<file path="src/rtl/mem_arbiter.sv">
// mem_arbiter
// Sequences the single byte-wide RAM port shared by instruction fetch (IF)
// and load/store (MEM). Each 1/2/4-byte access is split into per-byte RAM
// cycles. Read bytes are reassembled little-endian and sign/zero extended for
// loads. A resume pulse releases the decode-stage read-after-load stall.
//
// Ports:
//   clk, rst        clock (rising edge) and synchronous active-high reset
//   if_req_i        IF 4-byte read request, held until if_done_o
//   if_addr_i       instruction byte address
//   if_flush_i      abort any in-flight or pending IF access
//   if_done_o       one-cycle pulse, if_inst_o valid
//   if_inst_o       assembled instruction word (held until next IF completion)
//   mem_req_i       MEM request, held until mem_done_o
//   mem_we_i        1 = store, 0 = load
//   mem_funct3_i    access size / extension (B, H, W, BU, HU)
//   mem_addr_i      MEM byte address
//   mem_wdata_i     store data, low byte written first
//   mem_done_o      one-cycle pulse, MEM access complete
//   mem_rdata_o     extended load result (held until next load completion)
//   stall_resume_o  mem_done_o qualified with "was a load"
//   ram_addr_o      RAM byte address (0 when the port is idle)
//   ram_we_o        RAM write enable
//   ram_wdata_o     RAM write byte
//   ram_rdata_i     RAM read byte, valid the cycle after its address

module mem_arbiter #(
  parameter int ADDR_W = 32
) (
  input  logic              clk,
  input  logic              rst,
  input  logic              if_req_i,
  input  logic [ADDR_W-1:0] if_addr_i,
  input  logic              if_flush_i,
  output logic              if_done_o,
  output logic [31:0]       if_inst_o,
  input  logic              mem_req_i,
  input  logic              mem_we_i,
  input  logic [2:0]        mem_funct3_i,
  input  logic [ADDR_W-1:0] mem_addr_i,
  input  logic [31:0]       mem_wdata_i,
  output logic              mem_done_o,
  output logic [31:0]       mem_rdata_o,
  output logic              stall_resume_o,
  output logic [ADDR_W-1:0] ram_addr_o,
  output logic              ram_we_o,
  output logic [7:0]        ram_wdata_o,
  input  logic [7:0]        ram_rdata_i
);

  typedef enum logic [1:0] {
    IDLE,
    BUSY,
    DONE
  } state_t;

  state_t            state;
  logic              grant_mem;
  logic              we;
  logic [2:0]        funct3;
  logic [ADDR_W-1:0] base;
  logic [31:0]       wdata;
  logic [31:0]       rd_buf;
  logic [2:0]        cnt;
  logic [2:0]        n_bytes;

  logic [2:0]        cnt_next;
  logic [1:0]        byte_idx;
  logic [ADDR_W-1:0] next_addr;
  logic [7:0]        next_wbyte;
  logic [31:0]       assembled;
  logic              is_write;
  logic              write_finish;
  logic              read_finish;

  // Number of RAM byte cycles for a request; IF always fetches a full word.
  function automatic logic [2:0] byte_count(input logic is_mem, input logic [2:0] f3);
    logic [2:0] n;
    n = 3'd4;
    if (is_mem) begin
      case (f3)
        3'b000, 3'b100: n = 3'd1;
        3'b001, 3'b101: n = 3'd2;
        default:        n = 3'd4;
      endcase
    end
    return n;
  endfunction

  // Sign or zero extension of the assembled load bytes.
  function automatic logic [31:0] extend_load(input logic [2:0] f3, input logic [31:0] w);
    logic [31:0] r;
    case (f3)
      3'b000:  r = {{24{w[7]}}, w[7:0]};
      3'b001:  r = {{16{w[15]}}, w[15:0]};
      3'b100:  r = {24'b0, w[7:0]};
      3'b101:  r = {16'b0, w[15:0]};
      default: r = w;
    endcase
    return r;
  endfunction

  // cnt holds k-1 during BUSY cycle k. On reads, the byte on ram_rdata_i
  // in cycle k belongs to the address issued in cycle k-1, i.e. byte cnt-1.
  always_comb begin
    cnt_next     = cnt + 3'd1;
    byte_idx     = cnt[1:0] - 2'd1;
    next_addr    = base + ADDR_W'(cnt_next);
    next_wbyte   = wdata[{cnt_next[1:0], 3'b000} +: 8];
    is_write     = grant_mem & we;
    write_finish = is_write && (cnt_next == n_bytes);
    read_finish  = !is_write && (cnt == n_bytes);
    // The final byte is merged combinationally so the result can be
    // registered on the same edge that enters DONE.
    assembled    = rd_buf;
    assembled[{byte_idx, 3'b000} +: 8] = ram_rdata_i;
  end

  // Single FSM: arbitration, byte sequencing and all registered outputs.
  always_ff @(posedge clk) begin
    if (rst) begin
      state          <= IDLE;
      grant_mem      <= 1'b0;
      we             <= 1'b0;
      funct3         <= 3'b0;
      base           <= '0;
      wdata          <= 32'b0;
      rd_buf         <= 32'b0;
      cnt            <= 3'd0;
      n_bytes        <= 3'd0;
      if_done_o      <= 1'b0;
      if_inst_o      <= 32'b0;
      mem_done_o     <= 1'b0;
      mem_rdata_o    <= 32'b0;
      stall_resume_o <= 1'b0;
      ram_addr_o     <= '0;
      ram_we_o       <= 1'b0;
      ram_wdata_o    <= 8'b0;
    end else begin
      if_done_o      <= 1'b0;
      mem_done_o     <= 1'b0;
      stall_resume_o <= 1'b0;

      case (state)
        IDLE: begin
          if (mem_req_i) begin
            state       <= BUSY;
            grant_mem   <= 1'b1;
            we          <= mem_we_i;
            funct3      <= mem_funct3_i;
            base        <= mem_addr_i;
            wdata       <= mem_wdata_i;
            rd_buf      <= 32'b0;
            cnt         <= 3'd0;
            n_bytes     <= byte_count(1'b1, mem_funct3_i);
            ram_addr_o  <= mem_addr_i;
            ram_we_o    <= mem_we_i;
            ram_wdata_o <= mem_we_i ? mem_wdata_i[7:0] : 8'b0;
          end else if (if_req_i && !if_flush_i) begin
            state       <= BUSY;
            grant_mem   <= 1'b0;
            we          <= 1'b0;
            funct3      <= 3'b010;
            base        <= if_addr_i;
            wdata       <= 32'b0;
            rd_buf      <= 32'b0;
            cnt         <= 3'd0;
            n_bytes     <= byte_count(1'b0, 3'b010);
            ram_addr_o  <= if_addr_i;
            ram_we_o    <= 1'b0;
            ram_wdata_o <= 8'b0;
          end
        end

        BUSY: begin
          if (!grant_mem && if_flush_i) begin
            // Jump taken: drop the fetch, leave if_inst_o untouched.
            state       <= IDLE;
            ram_addr_o  <= '0;
            ram_we_o    <= 1'b0;
            ram_wdata_o <= 8'b0;
          end else if (is_write) begin
            if (write_finish) begin
              state       <= DONE;
              mem_done_o  <= 1'b1;
              ram_addr_o  <= '0;
              ram_we_o    <= 1'b0;
              ram_wdata_o <= 8'b0;
            end else begin
              cnt         <= cnt_next;
              ram_addr_o  <= next_addr;
              ram_wdata_o <= next_wbyte;
            end
          end else begin
            if (cnt != 3'd0) begin
              rd_buf[{byte_idx, 3'b000} +: 8] <= ram_rdata_i;
            end
            if (read_finish) begin
              state <= DONE;
              if (grant_mem) begin
                mem_rdata_o    <= extend_load(funct3, assembled);
                mem_done_o     <= 1'b1;
                stall_resume_o <= 1'b1;
              end else begin
                if_inst_o <= assembled;
                if_done_o <= 1'b1;
              end
            end else begin
              cnt <= cnt_next;
              // The last read cycle only collects data; the port goes idle.
              ram_addr_o <= (cnt_next < n_bytes) ? next_addr : '0;
            end
          end
        end

        DONE: begin
          state <= IDLE;
        end

        default: begin
          state <= IDLE;
        end
      endcase
    end
  end

endmodule

</file>
<file path="config.mk">
export PLATFORM = sky130hd
export DESIGN_NAME = mem_arbiter
export DESIGN_NICKNAME = d
export VERILOG_FILES = /design/src/rtl/mem_arbiter.sv
export SDC_FILE = /design/constraint.sdc
export NUM_CORES = 1
export LEC_CHECK = 0
export BUFFER_PORTS_ARGS = -buffer_cell sky130_fd_sc_hd__buf_2
export CAP_MARGIN = 20
export CORE_MARGIN = 4
export CORE_UTILIZATION = 40
export CTS_BUF_LIST = sky130_fd_sc_hd__clkbuf_16
export DETAILED_ROUTE_END_ITERATION = 8
export GPL_ROUTABILITY_DRIVEN = 1
export PLACE_DENSITY = 0.73
export SLEW_MARGIN = 20
export SYNTH_ARGS = -nofsm -noshare
export SYNTH_HDL_FRONTEND = slang
export SYNTH_SLANG_ARGS = --single-unit
</file>
<file path="constraint.sdc">
create_clock -name clk -period 4.07 [get_ports clk]
set_input_delay 0.2035 -clock clk [delete_from_list [all_inputs] [get_ports clk]]
set_output_delay 0.2035 -clock clk [all_outputs]
set_load 0.01 [all_outputs]
</file>
# == Word-level counts from Yosys, hierarchy flattened ==
# Index checks and enable logic that the tools add are counted.
# op_classes
n_addsub,4
magnitude_cmp,1
n_eq_ne,20
shifts,3
mux,55
n_bitwise,6
n_reduce_logical,27
# op_table
cell,n
32-bit 2-to-1 mux,13
32-bit one-hot mux with 2 select lines,2
32-bit one-hot mux with 4 select lines,1
8-bit 2-to-1 mux,6
32-bit by 3-bit adder with 32-bit output,1
32-bit bitwise mux,1
8-bit by 7-bit variable shift with 32-bit output (first input constant),1
32-bit by 6-bit variable part select with 8-bit output,1
8-bit by 7-bit variable part select with 32-bit output,1
3-bit 2-to-1 mux,10
5-bit AND reduction,4
8-bit one-hot mux with 2 select lines,1
3-bit inequality test (second input constant),5
3-bit equality test (second input constant),4
2-bit 2-to-1 mux,6
4-bit inequality test (second input constant),3
3-bit one-hot mux with 2 select lines,2
1-bit 2-to-1 mux,11
3-bit AND reduction,3
5-bit negator with 7-bit output,1
3-bit by 1-bit equality test with 1-bit output (second input constant),2
3-bit equality test,2
3-bit zero test,2
2-bit inequality test (second input constant),3
19 further kinds,30
# word_totals
ff_bits,217
in_bits,113
out_inout_bits,108
word_cells,133

# == Logic depth before layout (Yosys ltp) ==
# Gate-level depths: netlist (run 1).
# depth
word_depth,8
ltp_mapped,13
depth_no_buf,9

# == Worst setup path after synthesis (run 1) ==
# No wires, ideal clock.
# synth_path
path_type,flip-flop to flip-flop
from,register cnt[0]
to,register ram_addr_o[31]
setup_time_ps,88
t_arrival_ps,3095
t_required_ps,3982
slack_ps,887
path_stages_with_launch,13
n_path_buf,3
synth_period_minus_slack_ps,3183
path_cell_list,dfxtp_1 buf_2 buf_1 inv_1 ha_1 ha_1 nand3_1 and2_1 clkbuf_1 nor3_4 nand4_1 or3b_1 a311oi_2
# synth_via
elab_chain_cells,7
word_cells_on_any_way,15
cone_classes,add/sub (2); order compare (1); eq/ne (3); mux (6); reduce/logical (3)
# synth_lines
element,line,rtl
"start, declared",64,logic [2:0] cnt;
"start signal, assigned",190,cnt <= cnt_next;
"start signal, assigned",209,cnt <= cnt_next;
3-bit by 1-bit adder with 3-bit output,106,cnt_next = cnt + 3'd1;
"32-bit by 3-bit adder with 32-bit output, or another cell as far along",108,next_addr = base + ADDR_W'(cnt_next);
32-bit 2-to-1 mux or 1-bit logical AND (tied branches),"211, 111",
32-bit 2-to-1 mux (on tied branches),"198, 183",
32-bit 2-to-1 mux,182,end else if (is_write) begin
32-bit 2-to-1 mux,176,if (!grant_mem && if_flush_i) begin
32-bit one-hot mux with 2 select lines,144,case (state)
"end signal, assigned",156,ram_addr_o <= mem_addr_i;
"end signal, assigned",191,ram_addr_o <= next_addr;
"end signal, assigned",211,ram_addr_o <= (cnt_next < n_bytes) ? next_addr : '0;
"end, declared",45,"output logic [ADDR_W-1:0] ram_addr_o,"
# Several ways; a longest one is shown, not always the timed one. The select of a mux whose other input is x is not followed.
# A chain may end at the register's enable or synchronous reset.

# == Worst setup path after layout (run 1) ==
# layout_path
from,register cnt[0]
to,register ram_addr_o[28]
# The elaborated chain is that of the path after synthesis.

==> results.yml, run 1 <==
run_status:
  outcome: "finished, final reports clean"
clock_network:
  cts_buffer_depth: 3
  htree_levels: 1
  cts.sinks: 217
  root_buffer: "clkbuf_16"
  cts_inserted_buffers: 25
  path_clk_slew_ns: 0.06
  cts_tree: "done"
  insertion_delay_ns: 0.52
timing:
  hold_viol: 0
  worst_pin_slew_ns: 1.147
  rsz0062_at_grt: "no"
  finalClockSkew_ns: 0.01688
  slew_viol_final: 0
  fin_crit_sh: 0.7678
  fin_crit_ns: 3.125
  slew_headroom: 0.2252
  fmax_mhz: 320.0
  setup_tns_ns: 0
  finalSetupViolations: 0
synth:
  yosysUniqueCellTypes: 55
  syn_nets: 1262
  netlist.area_leader.share: 0.4481
  synthTopCellsByArea: "dfxtp_1 45%, nor2_1 8.7%, a211oi_1 7.0%, a21oi_1 5.2%, a22oi_1 3.9%"
  syn_area_um2: 9694
  synth_flop_cell: "dfxtp_1"
  synth_top_area_cell: "dfxtp_1"
  ys_ff_latch: 217
  synthArstFlopShare: 0
  ys_seq_area_frac: 0.4481
  avgSynthCellArea_um2: 8.526
  yosysWarningCount: 0
  synth_enable_flop_cells: 0
  syn_inst: 1137
grt:
  antenna_found_initial: 2
  grt_use_total: 0.2035
  grt_overflow: 0
  grt_max_degree: 77
  grt_pass1_vias: 8561
  grt_pass1_wl_mm: 45.15
drt:
  antenna_left: 0
  wirelength_mm: 28.28
  vias: 9025
  drc: 0
  avgRoutedWirePerCell_um: 16.82
  initialDrtViolationCount: 648
  drt-vias-per-instance: 5.369
  first_pass_iters: 5
place:
  place_area_um2: 11010
  place_congestion: 0.8320
  io_buffers: 220
  hpwl_mm: 19.13
floorplanning:
  die-area_um2: 26790
  die_h_um: 163.7
  start_util: 0.4093
  ios: 221
  rows: 56
  core-area_um2: 23680
  dieWidth_um: 163.7
finish:
  final_area_um2: 12130
  antenna_cells: 0
  final_nets: 1469
  area_delta_synth_final_pct: 25.08
  drive_gt1_frac: 0.2225
worst_setup_path:
  critPathKind: "flop to flop"
  timing.critical_path.buf_inv: 2
  path_max_fanout: 16
  crit_chain: "buf_4, ha_1, xor2_1, ha_1, nand3_1, nor3b_1, o21bai_2, buf_4, nand2_1, o22ai_1"
  cp.arrival_ns: 3.55
  worstSetupEndpointType: "flop"
  path_delay_family: "buffers and inverters"
  crit_path_start_kind: "flop"
  cp_slowest_cell: "dfxtp_1"
  cpPeakStageDelay_ns: 0.44
  worstPathRequired_ns: 4.50
power_and_ir_drop:
  power.density_nw_per_um2: 480.1
  finalPower_mw: 5.821
  power.leakage_nw: 5.039
  peakVddDrop_mv: 0.3021
worst_hold_path:
  hp-class: "input pin to flop"
run:
  maxCapViolCount: 0
-- path summary, 6_finish.rpt --
| check | startpoint | endpoint | slack [ns] | cells past startpoint |
|---|---|---|---|---|
| worst max-delay path | cnt[0] | ram_addr_o[28] | 0.95 | 10 |
| worst min-delay path | if_addr_i[4] | base[4] | 0.08 | 3 |
| worst max register to register | cnt[0] | ram_addr_o[28] | 0.95 | 10 |
| worst min register to register | rd_buf[11] | rd_buf[11] | 0.48 | 2 |
-- tightest hold or removal path, delay by kind of cell --
kind                   cells  cell delay (ns)
AO/OA/AOI/OAI              1             0.09
buffers and inverters      1             0.10
multiplexers               1             0.15
-- cell usage in the layout (no fill, tap or decap), types with 3 or more instances in the layout --
cell type and instances:
nor3_1 73, a211oi_1 90, nand3_1 16, a31oi_1 8
xnor2_1 18, a21oi_1 100, dlygate4sd3_1 36, ha_1 11
clkinv_1 3, or3_1 3, buf_2 219, nor2_1 223
xor2_1 14, clkbuf_16 25, mux2i_1 34, and3_1 5
o21ai_0 30, buf_4 17, nor2b_1 25, nand4_1 7
o22ai_1 6, nand2b_1 17, inv_1 25, a22oi_1 51
nand2_1 23, dfxtp_1 217, nor4_1 4, clkinv_2 7
mux4_2 8, nor3b_1 3
-- per-stage QoR --
stage	std cells	hold slack (ns)	setup WS [ns]	utilization
2_1_floorplan	1137	0.3178	0.8869	-
3_3_place_gp	1600	0.4484	1.092	0.4647
3_5_place_dp	1600	0.4597	0.9841	0.4647
4_1_cts	1681	0.05944	0.9572	0.5118
5_1_grt	1681	0.08719	0.7163	0.5120
6_report	1681	0.07507	0.9452	0.5120
-- kinds of logic (layout without fill, tap and decap cells) --
kind of cell    after synthesis  after routing  synth area share
fa+ha+maj                    12             12           0.01626
xor+xnor                     32             32           0.02891
flops                       217            217            0.4481
mux                          44             44           0.05601
buf+inv                     112            337           0.04530
simple gates                418            418            0.2026
compound gates              302            302            0.2028
-- power breakdown --
group	internal (mW)	switching (mW)
clock	1.18	0.892
combinational	0.481	0.770
sequential	2.33	0.163
total	4.00	1.82
-- Yosys cell counts, types with 14 or more instances --
library cell	number
inv_1	19
nor2b_1	26
nor3_1	73
o21ai_0	30
clkbuf_1	72
nand2b_1	18
a22oi_1	51
nor2_1	224
a211oi_1	90
nand2_1	23
xor2_1	14
xnor2_1	18
nand3_1	16
a21oi_1	101
dfxtp_1	217
mux2i_1	34
-- what timing repair did --
| item | 4_1_cts | 5_1_grt |
|---|---|---|
| resized for setup | 0 | 0 |
| hold buffers | 36 | 0 |
| hold endpoints to repair | 38 | 0 |
| buffers inserted | 0 | 0 |
-- per-layer routing --
| metal | GRT usage | wire [um] | up-vias |
|---|---|---|---|
| met1 | 0.2752 | 12500 | 4240 |
| met2 | 0.3294 | 13150 | 272 |
| met4 | 0.05071 | 602 | 4 |
| li1 | - | - | 4459 |
| met3 | 0.04794 | 2015 | 50 |
| met5 | 0 | 14 | - |
-- state kept, by name, indices dropped and copies added, names as in the netlist, 2 cells and up --
name	cells
base	32
ram_addr_o	32
cnt	3
state	2
ram_wdata_o	8
n_bytes	3
wdata	32
mem_rdata_o	32
funct3	3
if_inst_o	32
rd_buf	32
-- final cells by class --
| type | instances | area, um2 |
|---|---|---|
| clock buffers | 25 | 625.6 |
| multi-input cells | 808 | 4960 |
| well taps | 319 | 399.1 |
| repair buffers | 273 | 1595 |
| fillers | 2268 | 11560 |
| inverters | 19 | 71.32 |
| flip-flops and latches | 217 | 4344 |
| clock inverters | 20 | 130.1 |
Note: power is estimated with default switching activity, not from simulation.
==> run 2: changes to the inputs <==
==> constraint.sdc (replaced) <==
create_clock -name clk -period 3 [get_ports clk]
set_input_delay 0.15 -clock clk [delete_from_list [all_inputs] [get_ports clk]]
set_output_delay 0.15 -clock clk [all_outputs]
set_load 0.01 [all_outputs]
==> results.yml, run 2 (synthesis gave the netlist of run 1 again) <==
place:
  place_congestion: 0.8267
  io_buffers: 220
  hpwl_mm: 18.94
  dp.cells: 1614
  place_ws_ns: 0.3031
timing:
  fin_crit_ns: 2.694
  setup_tns_ns: 0
  setup_ws_ns: 0.3060
  slew_headroom: 0.4094
  fmax_mhz: 371.2
  worst_pin_slew_ns: 0.8844
  fin_crit_sh: 0.8980
  finalSetupViolations: 0
  rsz0062_at_grt: "no"
  hold_slack_ns: 0.01838
  hold_viol: 0
  slew_viol_final: 0
  finalClockSkew_ns: 0.02723
drt:
  vias: 9163
  drt-vias-per-instance: 5.406
  wirelength_mm: 28.07
  initialDrtViolationCount: 642
  avgRoutedWirePerCell_um: 16.56
  first_pass_iters: 5
  drc: 0
  antenna_left: 0
grt:
  grt.busiest_layer: "met2"
  antenna_found_initial: 1
  met3_usage: 0.04794
  grt_pass1_vias: 8683
  use_met2: 0.3268
  met1_usage: 0.2657
  grt_pass1_wl_mm: 44.64
  grt_use_total: 0.2007
  grt_max_degree: 94
  grt_overflow: 0
finish:
  drive_gt1_frac: 0.2291
  final_common_cell: "nor2_1"
  final_nets: 1482
  final_cell_mix: "223 x nor2_1, 219 x buf_2, 217 x dfxtp_1"
  area_delta_synth_final_pct: 26.43
  fin_cells: 1695
floorplanning:
  ios: 221
  die_h_um: 163.7
  dieWidth_um: 163.7
  die-area_um2: 26790
  core-area_um2: 23680
  start_util: 0.4093
  rows: 56
worst_setup_path:
  worstPathRequired_ns: 3.42
  worstSetupEndpointType: "flop"
  crit_path_start_kind: "flop"
  cp.arrival_ns: 3.11
  cp_slowest_cell: "dfxtp_1"
  crit_chain: "inv_1, ha_1, ha_1, nor2b_1, o21ai_0, nand3_1, o21bai_2, buf_4, nand2_1, o22ai_1"
  crit_top_cell: "ha_1"
  critPathKind: "flop to flop"
  path_max_fanout: 28
  cpPeakStageDelay_ns: 0.44
power_and_ir_drop:
  power.leakage_nw: 5.093
  finalPower_mw: 7.955
  peakVddDrop_mv: 0.3693
  power.density_nw_per_um2: 649.0
clock_network:
  path_clk_slew_ns: 0.06
  root_buffer: "clkbuf_16"
  cts_inserted_buffers: 24
  cts_buffer_depth: 3
  htree_levels: 1
  cts_tree: "done"
  cts.sinks: 217
  insertion_delay_ns: 0.53
run:
  maxCapViolCount: 0
run_status:
  outcome: "finished, final reports clean"
worst_hold_path:
  hp-class: "input pin to flop"
-- run 2: cell types whose count changed in the layout (fill, tap and decap cells not counted) --
cell	previous run	this run
inv_6	0	1
buf_12	0	1
inv_1	25	22
clkinv_4	0	1
bufinv_16	1	2
buf_4	17	30
nor4bb_2	0	1
diode_2	0	1
nor4bb_1	2	1
clkinv_1	3	8
clkbuf_16	25	24
clkinv_2	7	2
-- run 2: where the power goes --
| group | switching [mW] | leakage [nW] | internal, mW | total, mW |
|---|---|---|---|---|
| Combinational | 1.08 | 2.94 | 0.676 | 1.76 |
| Sequential | 0.197 | 1.78 | 3.17 | 3.36 |
| Clock | 1.20 | 0.376 | 1.63 | 2.83 |
| Total | 2.48 | 5.09 | 5.48 | 7.96 |
-- run 2: critical path, delay by kind of cell (launching register included) --
kind,cells,cell delay [ns]
fa+ha+maj,2,0.71
compound gates,3,0.56
flops,1,0.44
simple gates,3,0.44
buf+inv,2,0.43
-- run 2: stage by stage --
step	utilization	cell area, um2
finish	0.5175	12260
global route	0.5174	12250
CTS	0.5170	12240
detailed placement	0.4697	11120
global placement	0.4697	11120
floorplan	-	9696
-- run 2: path summary, 6_finish.rpt --
kind	start	end	slack (ns)	depth (start not counted)
worst max-delay path	cnt[1]	ram_addr_o[23]	0.31	10
worst min-delay path	if_addr_i[9]	base[9]	0.02	3
worst max register to register	cnt[1]	ram_addr_o[23]	0.31	10
worst min register to register	rd_buf[2]	rd_buf[2]	0.48	2
-- run 2: layout make-up --
class,count,area [um2]
Inverter,19,71.32
Antenna cell,1,2.502
Multi-Input combinational cell,808,4966
Fill cell,2230,11430
Timing Repair Buffer,287,1713
Tap cell,319,399.1
Clock buffer,24,600.6
Clock inverter,20,160.2
Sequential cell,217,4344
-- run 2: repair_timing --
action,CTS,global route
resized for setup,0,0
hold endpoints to repair,39,0
hold buffers,36,0
buffers inserted,0,0
-- run 2: layer usage --
| metal | up-vias | wire (um) |
|---|---|---|
| met2 | 310 | 13030 |
| met4 | 2 | 712 |
| met1 | 4301 | 12200 |
| met5 | - | 13 |
| met3 | 54 | 2111 |
| li1 | 4496 | - |
==> run 3: changes to the inputs <==
--- a/config.mk
+++ b/config.mk
@@ -5,14 +5,14 @@
 export SDC_FILE = /design/constraint.sdc
 export NUM_CORES = 1
 export LEC_CHECK = 0
-export BUFFER_PORTS_ARGS = -buffer_cell sky130_fd_sc_hd__buf_2
 export CAP_MARGIN = 20
 export CORE_MARGIN = 4
 export CORE_UTILIZATION = 40
 export CTS_BUF_LIST = sky130_fd_sc_hd__clkbuf_16
 export DETAILED_ROUTE_END_ITERATION = 8
+export DONT_BUFFER_PORTS = 1
 export GPL_ROUTABILITY_DRIVEN = 1
-export PLACE_DENSITY = 0.73
+export PLACE_DENSITY = 0.65
 export SLEW_MARGIN = 20
 export SYNTH_ARGS = -nofsm -noshare
 export SYNTH_HDL_FRONTEND = slang
==> results.yml, run 3 (synthesis gave the netlist of run 1 again) <==
timing:
  finalSetupViolations: 0
  finalClockSkew_ns: 0.01604
  slew_headroom: 0.5011
  worst_pin_slew_ns: 0.7456
  slew_viol_final: 0
  fmax_mhz: 351.0
  fin_crit_sh: 0.9497
  fin_crit_ns: 2.849
  hold_viol: 0
  setup_ws_ns: 0.1509
clock_network:
  cts_inserted_buffers: 25
  root_buffer: "clkbuf_16"
  cts_buffer_depth: 3
  cts.sinks: 217
  htree_levels: 1
  cts_tree: "done"
  path_clk_slew_ns: 0.06
  insertion_delay_ns: 0.52
finish:
  fillers: 2252
  area_delta_synth_final_pct: 21.88
  final_cell_mix: "223 x nor2_1, 215 x dfxtp_1, 101 x dlygate4sd3_1"
  fin_cells: 1539
  final-seq-area_um2: 4347
  final_nets: 1327
  final_common_cell: "nor2_1"
  multi_input_area_um2: 5009
  drive_gt1_frac: 0.08539
run:
  maxCapViolCount: 0
drt:
  antenna_left: 0
  avgRoutedWirePerCell_um: 18.37
  drc: 0
  first_pass_iters: 5
  initialDrtViolationCount: 651
  wirelength_mm: 28.26
  vias: 8548
  drt-vias-per-instance: 5.554
grt:
  grt_overflow: 0
  grt_use_total: 0.2047
  antenna_found_initial: 3
  grt_pass1_wl_mm: 45.15
  grt_pass1_vias: 8366
  grt_max_degree: 163
floorplanning:
  die-area_um2: 26790
  ios: 221
  rows: 56
  die_h_um: 163.7
  start_util: 0.4093
  core-area_um2: 23680
  dieWidth_um: 163.7
power_and_ir_drop:
  peakVddDrop_mv: 0.4738
  power.leakage_nw: 4.458
  power.density_nw_per_um2: 657.0
worst_setup_path:
  cp-startpoint: "cnt[0]"
  worstSetupEndpointType: "flop"
  crit_path_start_kind: "flop"
  worstReg2RegStart: "cnt[0]"
  cp.arrival_ns: 3.30
  critPathKind: "flop to flop"
  path_max_fanout: 13
  worstPathRequired_ns: 3.46
run_status:
  outcome: "finished, final reports clean"
place:
  place_ws_ns: 0.2028
  io_buffers: 0
  place_congestion: 0.8131
  hpwl_mm: 18.01
  dp.cells: 1389
worst_hold_path:
  hold_start: "ram_rdata_i[0]"
  hp-class: "input pin to flop"
==> run 3: cell types whose count changed in the layout (fill, tap and decap cells not counted), moves of 4 or more <==
cell / previous run / this run
buf_4: 30 / 25
dlygate4sd3_1: 36 / 101
buf_2: 219 / 1
clkinv_1: 8 / 4
inv_1: 22 / 26
==> run 3: cell type report <==
cell class	count	share of cell area
antenna	2	0.0004236
clock buffer	25	0.05295
clock inverter	18	0.007201
inverter	19	0.006036
multi-input combinational	808	0.4239
sequential	217	0.3679
tap	319	0.03378
timing repair buffer	131	0.1078
==> run 3: what timing repair did <==
action / CTS / global route
gates resized for setup: 0 / 16
endpoints found under the hold margin: 217 / 0
buffers inserted: 0 / 2
hold buffers: 102 / 0
setup endpoints to repair: 0 / 23
==> run 3: report_power, final <==
part           leakage, nW  internal [mW]  switching (mW)
logic                 2.31          0.679           0.920
registers             1.78           3.17           0.316
clock network        0.372           1.50            1.18
total                 4.46           5.35            2.41
==> run 3: per-stage QoR <==
stage                       util  TNS [ns]  total power [mW]  area (um2)  hold slack (ns)
after floorplan                -         0             4.520        9696           0.2643
after global placement    0.4213         0             4.824        9978           0.2413
after detailed placement  0.4213         0             4.850        9978           0.2403
after CTS                 0.4952         0             7.788       11730         0.006895
after global routing      0.4989  -0.01245             8.178       11820          0.02430
final                     0.4989         0             7.762       11820          0.03367
==> run 3: path summary, 6_finish.rpt <==
path | slack (ns) | end | cells after the start
worst max-delay path | 0.15 | ram_addr_o[8] | 11
worst min-delay path | 0.03 | mem_rdata_o[0] | 2
worst max register to register | 0.15 | ram_addr_o[8] | 11
worst min register to register | 0.48 | rd_buf[2] | 2
==> run 3: worst max-delay path: stages, from the launching register on <==
cell	delay [ns]
dfxtp_2	0.38
inv_1	0.10
ha_2	0.33
ha_1	0.29
nor2b_1	0.13
o21ai_0	0.15
nand3_1	0.14
o21bai_4	0.23
buf_6	0.18
a21oi_1	0.08
nor3_1	0.18
dlygate4sd3_1	0.58
==> run 3: layer usage <==
layer	global-route usage	routed length [um]
met1	0.2737	12210
met2	0.3230	12810
met5	0	7
met3	0.06031	2555
met4	0.05719	683
